### config.mk
export PLATFORM = sky130hd
export DESIGN_NAME = uart_tx_serializer
export DESIGN_NICKNAME = d
export VERILOG_FILES = /design/src/rtl/uart_pkg.sv /design/src/rtl/uart_tx_serializer_baud_gen.sv /design/src/rtl/uart_tx_serializer.sv
export SDC_FILE = /design/constraint.sdc
export NUM_CORES = 1
export LEC_CHECK = 0
export CORE_MARGIN = 5
export CORE_UTILIZATION = 55
export CTS_BUF_LIST = sky130_fd_sc_hd__clkbuf_8
export DETAILED_ROUTE_END_ITERATION = 6
export MAX_ROUTING_LAYER = met4
export PLACE_DENSITY = 0.79
export SLEW_MARGIN = 40
export SYNTH_ARGS = -nofsm -noshare
export SYNTH_HDL_FRONTEND = slang
export SYNTH_SLANG_ARGS = --single-unit
### constraint.sdc
create_clock -name clk -period 3.66 [get_ports clk]
set_input_delay 1.098 -clock clk [delete_from_list [all_inputs] [get_ports clk]]
set_output_delay 1.098 -clock clk [all_outputs]
set_load 0.01 [all_outputs]
### src/rtl/uart_pkg.sv
// Shared UART types and helpers used by the transmitter, receiver and register block.
package uart_pkg;

  typedef enum logic [2:0] {
    IDLE   = 3'd0,
    START  = 3'd1,
    DATA   = 3'd2,
    PARITY = 3'd3,
    STOP   = 3'd4
  } uart_tx_state_t;

  localparam logic [1:0] DBN_5 = 2'b00;
  localparam logic [1:0] DBN_6 = 2'b01;
  localparam logic [1:0] DBN_7 = 2'b10;
  localparam logic [1:0] DBN_8 = 2'b11;

  localparam logic PAR_EVEN = 1'b0;
  localparam logic PAR_ODD  = 1'b1;

  // Payload and framing captured at launch so mid-frame register writes are harmless.
  typedef struct packed {
    logic [7:0] data;
    logic [1:0] dbn;
    logic       two_stop;
    logic       par_en;
    logic       par_type;
  } uart_tx_frame_t;

  // Number of data bits for a data_bit_num encoding.
  function automatic logic [3:0] dbn_to_len(input logic [1:0] dbn);
    case (dbn)
      DBN_5:   return 4'd5;
      DBN_6:   return 4'd6;
      DBN_7:   return 4'd7;
      default: return 4'd8;
    endcase
  endfunction

endpackage

### src/rtl/uart_tx_serializer_baud_gen.sv
// Baud down-counter: load restarts a bit period, tick_o pulses for one clock at period end.
module uart_baud_gen #(
  parameter int unsigned DIV = 434,
  parameter int unsigned W   = $clog2(DIV)
) (
  input  logic clk,
  input  logic rst,
  input  logic load_i,
  input  logic en_i,
  output logic tick_o
);

  logic [W-1:0] cnt_q;
  logic         tick_q;
  logic         tick_d;

  // The tick is registered: it is raised on the edge where the count reaches zero.
  assign tick_d = en_i && !load_i && (cnt_q == W'(1));
  assign tick_o = tick_q;

  // Count down from DIV-1, reloading at zero so every period is exactly DIV clocks.
  always_ff @(posedge clk or posedge rst) begin
    if (rst) begin
      cnt_q  <= '0;
      tick_q <= 1'b0;
    end else begin
      tick_q <= tick_d;
      if (load_i) begin
        cnt_q <= W'(DIV - 1);
      end else if (en_i) begin
        if (cnt_q == '0) cnt_q <= W'(DIV - 1);
        else             cnt_q <= cnt_q - W'(1);
      end
    end
  end

endmodule

### src/rtl/uart_tx_serializer.sv
// UART transmit engine: start bit, 5-8 data bits LSB first, optional parity, 1-2 stop bits.
// Optional feature: define UART_TX_BREAK_EN to add the send_break input (line held low in IDLE).
module uart_tx_serializer
  import uart_pkg::*;
#(
  parameter int unsigned BAUD_DIV = 434,
  parameter int unsigned DIV_W    = $clog2(BAUD_DIV)
) (
  input  logic       clk,
  input  logic       rst,
`ifdef UART_TX_BREAK_EN
  input  logic       send_break,
`endif
  input  logic [7:0] tx_data,
  input  logic [1:0] data_bit_num,
  input  logic       stop_bit_num,
  input  logic       parity_en,
  input  logic       parity_type,
  input  logic       start_tx,
  output logic       tx,
  output logic       tx_busy,
  output logic       tx_done
);

  if (BAUD_DIV < 2) begin : g_bad_div
    $error("uart_tx_serializer: BAUD_DIV must be at least 2");
  end

  uart_tx_state_t state_q;
  uart_tx_frame_t shadow_q;
  logic [2:0]     bit_idx_q;
  logic           start_q;
  logic           tx_q;
  logic           busy_q;
  logic           done_q;

  logic           brk_c;
  logic           launch_c;
  logic           tick_c;
  logic [3:0]     len_c;
  logic [7:0]     mask_c;
  logic           parity_c;
  logic [2:0]     next_idx_c;
  logic           last_data_c;

`ifdef UART_TX_BREAK_EN
  assign brk_c = send_break;
`else
  assign brk_c = 1'b0;
`endif

  // A launch needs a fresh 0->1 on start_tx while idle and not sending a break.
  assign launch_c = (state_q == IDLE) && start_tx && !start_q && !brk_c;

  // Frame helpers derived from the shadow copy.
  assign len_c       = dbn_to_len(shadow_q.dbn);
  assign mask_c      = 8'hFF >> (4'd8 - len_c);
  assign parity_c    = (^(shadow_q.data & mask_c)) ^ (shadow_q.par_type == PAR_ODD);
  assign next_idx_c  = bit_idx_q + 3'd1;
  assign last_data_c = (bit_idx_q == 3'(len_c - 4'd1));

  uart_baud_gen #(
    .DIV (BAUD_DIV),
    .W   (DIV_W)
  ) u_baud (
    .clk    (clk),
    .rst    (rst),
    .load_i (launch_c),
    .en_i   (busy_q),
    .tick_o (tick_c)
  );

  // Frame sequencer with registered line, busy and sticky done.
  always_ff @(posedge clk or posedge rst) begin
    if (rst) begin
      state_q   <= IDLE;
      shadow_q  <= '0;
      bit_idx_q <= '0;
      start_q   <= 1'b1;
      tx_q      <= 1'b1;
      busy_q    <= 1'b0;
      done_q    <= 1'b0;
    end else begin
      start_q <= start_tx;
      case (state_q)
        IDLE: begin
          if (launch_c) begin
            shadow_q  <= '{data: tx_data, dbn: data_bit_num, two_stop: stop_bit_num,
                           par_en: parity_en, par_type: parity_type};
            state_q   <= START;
            bit_idx_q <= '0;
            tx_q      <= 1'b0;
            busy_q    <= 1'b1;
            done_q    <= 1'b0;
          end else begin
            tx_q <= !brk_c;
          end
        end
        START: begin
          if (tick_c) begin
            state_q   <= DATA;
            bit_idx_q <= '0;
            tx_q      <= shadow_q.data[0];
          end
        end
        DATA: begin
          if (tick_c) begin
            if (!last_data_c) begin
              bit_idx_q <= next_idx_c;
              tx_q      <= shadow_q.data[next_idx_c];
            end else if (shadow_q.par_en) begin
              state_q <= PARITY;
              tx_q    <= parity_c;
            end else begin
              state_q   <= STOP;
              bit_idx_q <= '0;
              tx_q      <= 1'b1;
            end
          end
        end
        PARITY: begin
          if (tick_c) begin
            state_q   <= STOP;
            bit_idx_q <= '0;
            tx_q      <= 1'b1;
          end
        end
        STOP: begin
          if (tick_c) begin
            if (shadow_q.two_stop && (bit_idx_q == 3'd0)) begin
              bit_idx_q <= 3'd1;
            end else begin
              state_q <= IDLE;
              busy_q  <= 1'b0;
              done_q  <= 1'b1;
            end
            tx_q <= 1'b1;
          end
        end
        default: begin
          state_q <= IDLE;
          busy_q  <= 1'b0;
          tx_q    <= 1'b1;
        end
      endcase
    end
  end

  assign tx      = tx_q;
  assign tx_busy = busy_q;
  assign tx_done = done_q;

endmodule

==> reports/metrics.cfg <==
[cts]
cts.sinks=33
post_cts_resized=0
ctsHoldBuffers=0
cts_tree=built
htreeDepth=2
clk_pin_slew_ps=70
clk_latency_ps=290
ctsRootBufferMaster=clkbuf_8
cts_buffers=5
post-cts-setup-buffer-count=0
cts_buffer_depth=2

[critical_path]
r2r_cells=5
path_depth=6
critPathMaxFanout=23
r2r_end=u_baud.cnt_q[7]$_DFFE_PP0P_
required_ps=3860
cpPeakStageDelay_ps=520
worstPathArrival_ps=3060
cpMaxStageDelayCell=or4b_4
crit_buf_inv=2
endpoint=u_baud.cnt_q[7]$_DFFE_PP0P_
worstPathCellList=clkdlybuf4s50_1, or4b_4, nor2_4, buf_4, nor3_1, a211oi_1
crit_family=simple AND/OR/NAND/NOR gates
crit_start=start_tx
r2r-start=state_q[0]$_DFFE_PP0P_
worstSetupEndpointType=flop
r2r_setup_slack_ps=1480
start_kind=input port
path_class=input port to flop

[status]
outcome=complete, no violations

[sta]
fin_tns_setup_ps=0
max-slew-margin-rel_pct=60.14
clock.fmax_mhz=348.8
slew_violations=0
finalWorstSetupSlack_ps=792.8
finalClockSkew_ps=12.14
rsz0062_at_grt=no
period_minus_slack_ps=2867
final-setup-viol-count=0
post-route-period-util_pct=78.34
hold_viol=0
worst_pin_slew_ps=597.9
timing.hold.ws_ps=518.3

[routing]
antenna_left=0
first_pass_iters=4
drc_errors=0
wl_per_cell_um=15.11
first_iter_violations=126
vias_per_cell=5.852
wl_mm=3.777
via_count=1463

[placement]
placedInstanceArea_um2=2145
io_buffer_count=18
dp.cells=242
gp_congestion=0.9024
hpwlAfterDp_mm=2.728
dp_slack_ps=521.8

[synth]
synth_top_cell_by_area=dfrtp_1
synthArstFlopShare_pct=100.0
synth_warnings=0
syn-num-nets=209
synth_cell_types=48
synthesis.area_um2=1927
ys_seq_elements=33
seq_area_frac_synth_pct=42.99
synthCells=184
synth_edf_count=0
synth_area_leaders=dfrtp_1 40%, mux2_2 6.4%, ha_1 5.8%
syn-mean-instance-area_um2=10.47
synth_top_cell_area_share_pct=40.26
synth_ff_type=dfrtp_1

[final_layout]
diodes=0
finish.utilization_pct=66.44
final_cells=250
fin_area_um2=2235
drive_above_1_share_pct=14.71
area_delta_synth_final_pct=15.97
nets=228

[power_and_ir_drop]
p_leak_nw=0.9440
seqPwrFrac_pct=40.1
total_power_mw=1.597
swShare_pct=34.96
ir_worst_vdd_mv=0.4780
internal-power_mw=1.038
switching_power_mw=0.5583
clkPwrFrac_pct=17.4
pwr-share-comb_pct=42.5
power.density_nw_per_um2=714.5

[global_route]
antenna_found_initial=0
grt_pass1_vias=1497
globalRouteTotalUtil_pct=17.47
overflow=0
grt_first_pass_wirelength_mm=6.651
grt_max_degree=34

[worst_hold_path]
hold_path.class=flop to flop

[job]
cap_violations=0

[floorplan]
core-area_um2=3363
die-area_um2=4787
initial_core_util_pct=57.29
die_y_um=69.19
ios=19
die_w_um=69.19
rows=21

==> power by group through the flow <==
| stage | combinational [mW] | clock, mW | sequential, mW |
|---|---|---|---|
| floorplan | 0.564 | 0 | 0.596 |
| global placement | 0.644 | 0 | 0.636 |
| detailed placement | 0.660 | 0 | 0.644 |
| CTS | 0.680 | 0.285 | 0.637 |
| global route | 0.752 | 0.302 | 0.660 |
| finish | 0.678 | 0.278 | 0.641 |
==> area by class of cell <==
cell class	instances	area, um^2
fill	285	1129
multi-input combinational	133	1026
sequential	33	828.3
timing repair buffer	20	195.2
clock buffer	6	82.58
tap	46	57.56
inverter	10	37.54
clock inverter	2	7.507
==> layer usage <==
layer  up-vias  GRT usage (%)  share of wire [%]
met5         -              -                  0
met4         0          6.508                1.4
met3         7          4.928                4.7
met2        35          28.50                 50
met1       722          20.54                 44
li1        699              -                  -
==> synth_stat cells, drive strengths merged, types with 2 or more instances <==
master,instances
o21ai,14
o21a,2
ha,9
xor2,2
inv,10
xnor2,7
or3,4
mux4,2
a21o,3
nor3,11
a21oi,10
xnor3,2
nor2b,3
nand2,9
mux2,11
nor2,14
buf,3
clkbuf,5
nor3b,2
a22o,4
dfstp,2
or3b,2
dfrtp,31
o31a,2
==> layout by cell type, fill, tap and decap left out, types with 2 or more instances in the layout <==
| cell type | instances |
|---|---|
| a22o_1 | 4 |
| o21a_1 | 2 |
| nor3b_1 | 2 |
| a21oi_1 | 9 |
| dfrtp_1 | 31 |
| or3_1 | 4 |
| clkbuf_8 | 6 |
| dfstp_2 | 2 |
| xnor2_1 | 7 |
| nand2_1 | 9 |
| buf_4 | 2 |
| nor2b_1 | 3 |
| nor3_1 | 11 |
| xnor3_1 | 2 |
| xor2_1 | 2 |
| mux4_2 | 2 |
| o31a_1 | 2 |
| nor2_1 | 13 |
| or3b_2 | 2 |
| a21o_1 | 3 |
| inv_1 | 12 |
| mux2_2 | 11 |
| o21ai_0 | 13 |
| ha_1 | 9 |
| clkdlybuf4s50_1 | 18 |
==> worst min-delay path by stage <==
stage	to	slack (ps)	startpoint	cells past startpoint
final	shadow_q[2]$_DFFE_PP0P_	520	shadow_q[2]$_DFFE_PP0P_	1
after CTS	shadow_q[2]$_DFFE_PP0P_	520	shadow_q[2]$_DFFE_PP0P_	1
after global routing	shadow_q[2]$_DFFE_PP0P_	540	shadow_q[2]$_DFFE_PP0P_	1
after detailed placement	shadow_q[2]$_DFFE_PP0P_	500	shadow_q[2]$_DFFE_PP0P_	1
after floorplan	shadow_q[2]$_DFFE_PP0P_	480	shadow_q[2]$_DFFE_PP0P_	1
after global placement	tx_done$_DFFE_PP0P_	490	tx_done$_DFFE_PP0P_	2
==> flip-flops by register name, indices dropped and copies added (netlist names), 3 cells and up <==
signal        flops
shadow_q         13
bit_idx_q         3
u_baud.cnt_q      9
state_q           3
==> kinds of logic after synthesis <==
logic type               share of synthesized area (%)
AO/OA/AOI/OAI                                    15.91
XOR/XNOR                                         6.429
adder cells (fa/ha/maj)                          5.844
buffers and inverters                            3.766
flip-flops                                       42.99
multiplexers                                     9.286
AND/OR/NAND/NOR                                  15.78
Power figures use the tool's default switching activity.
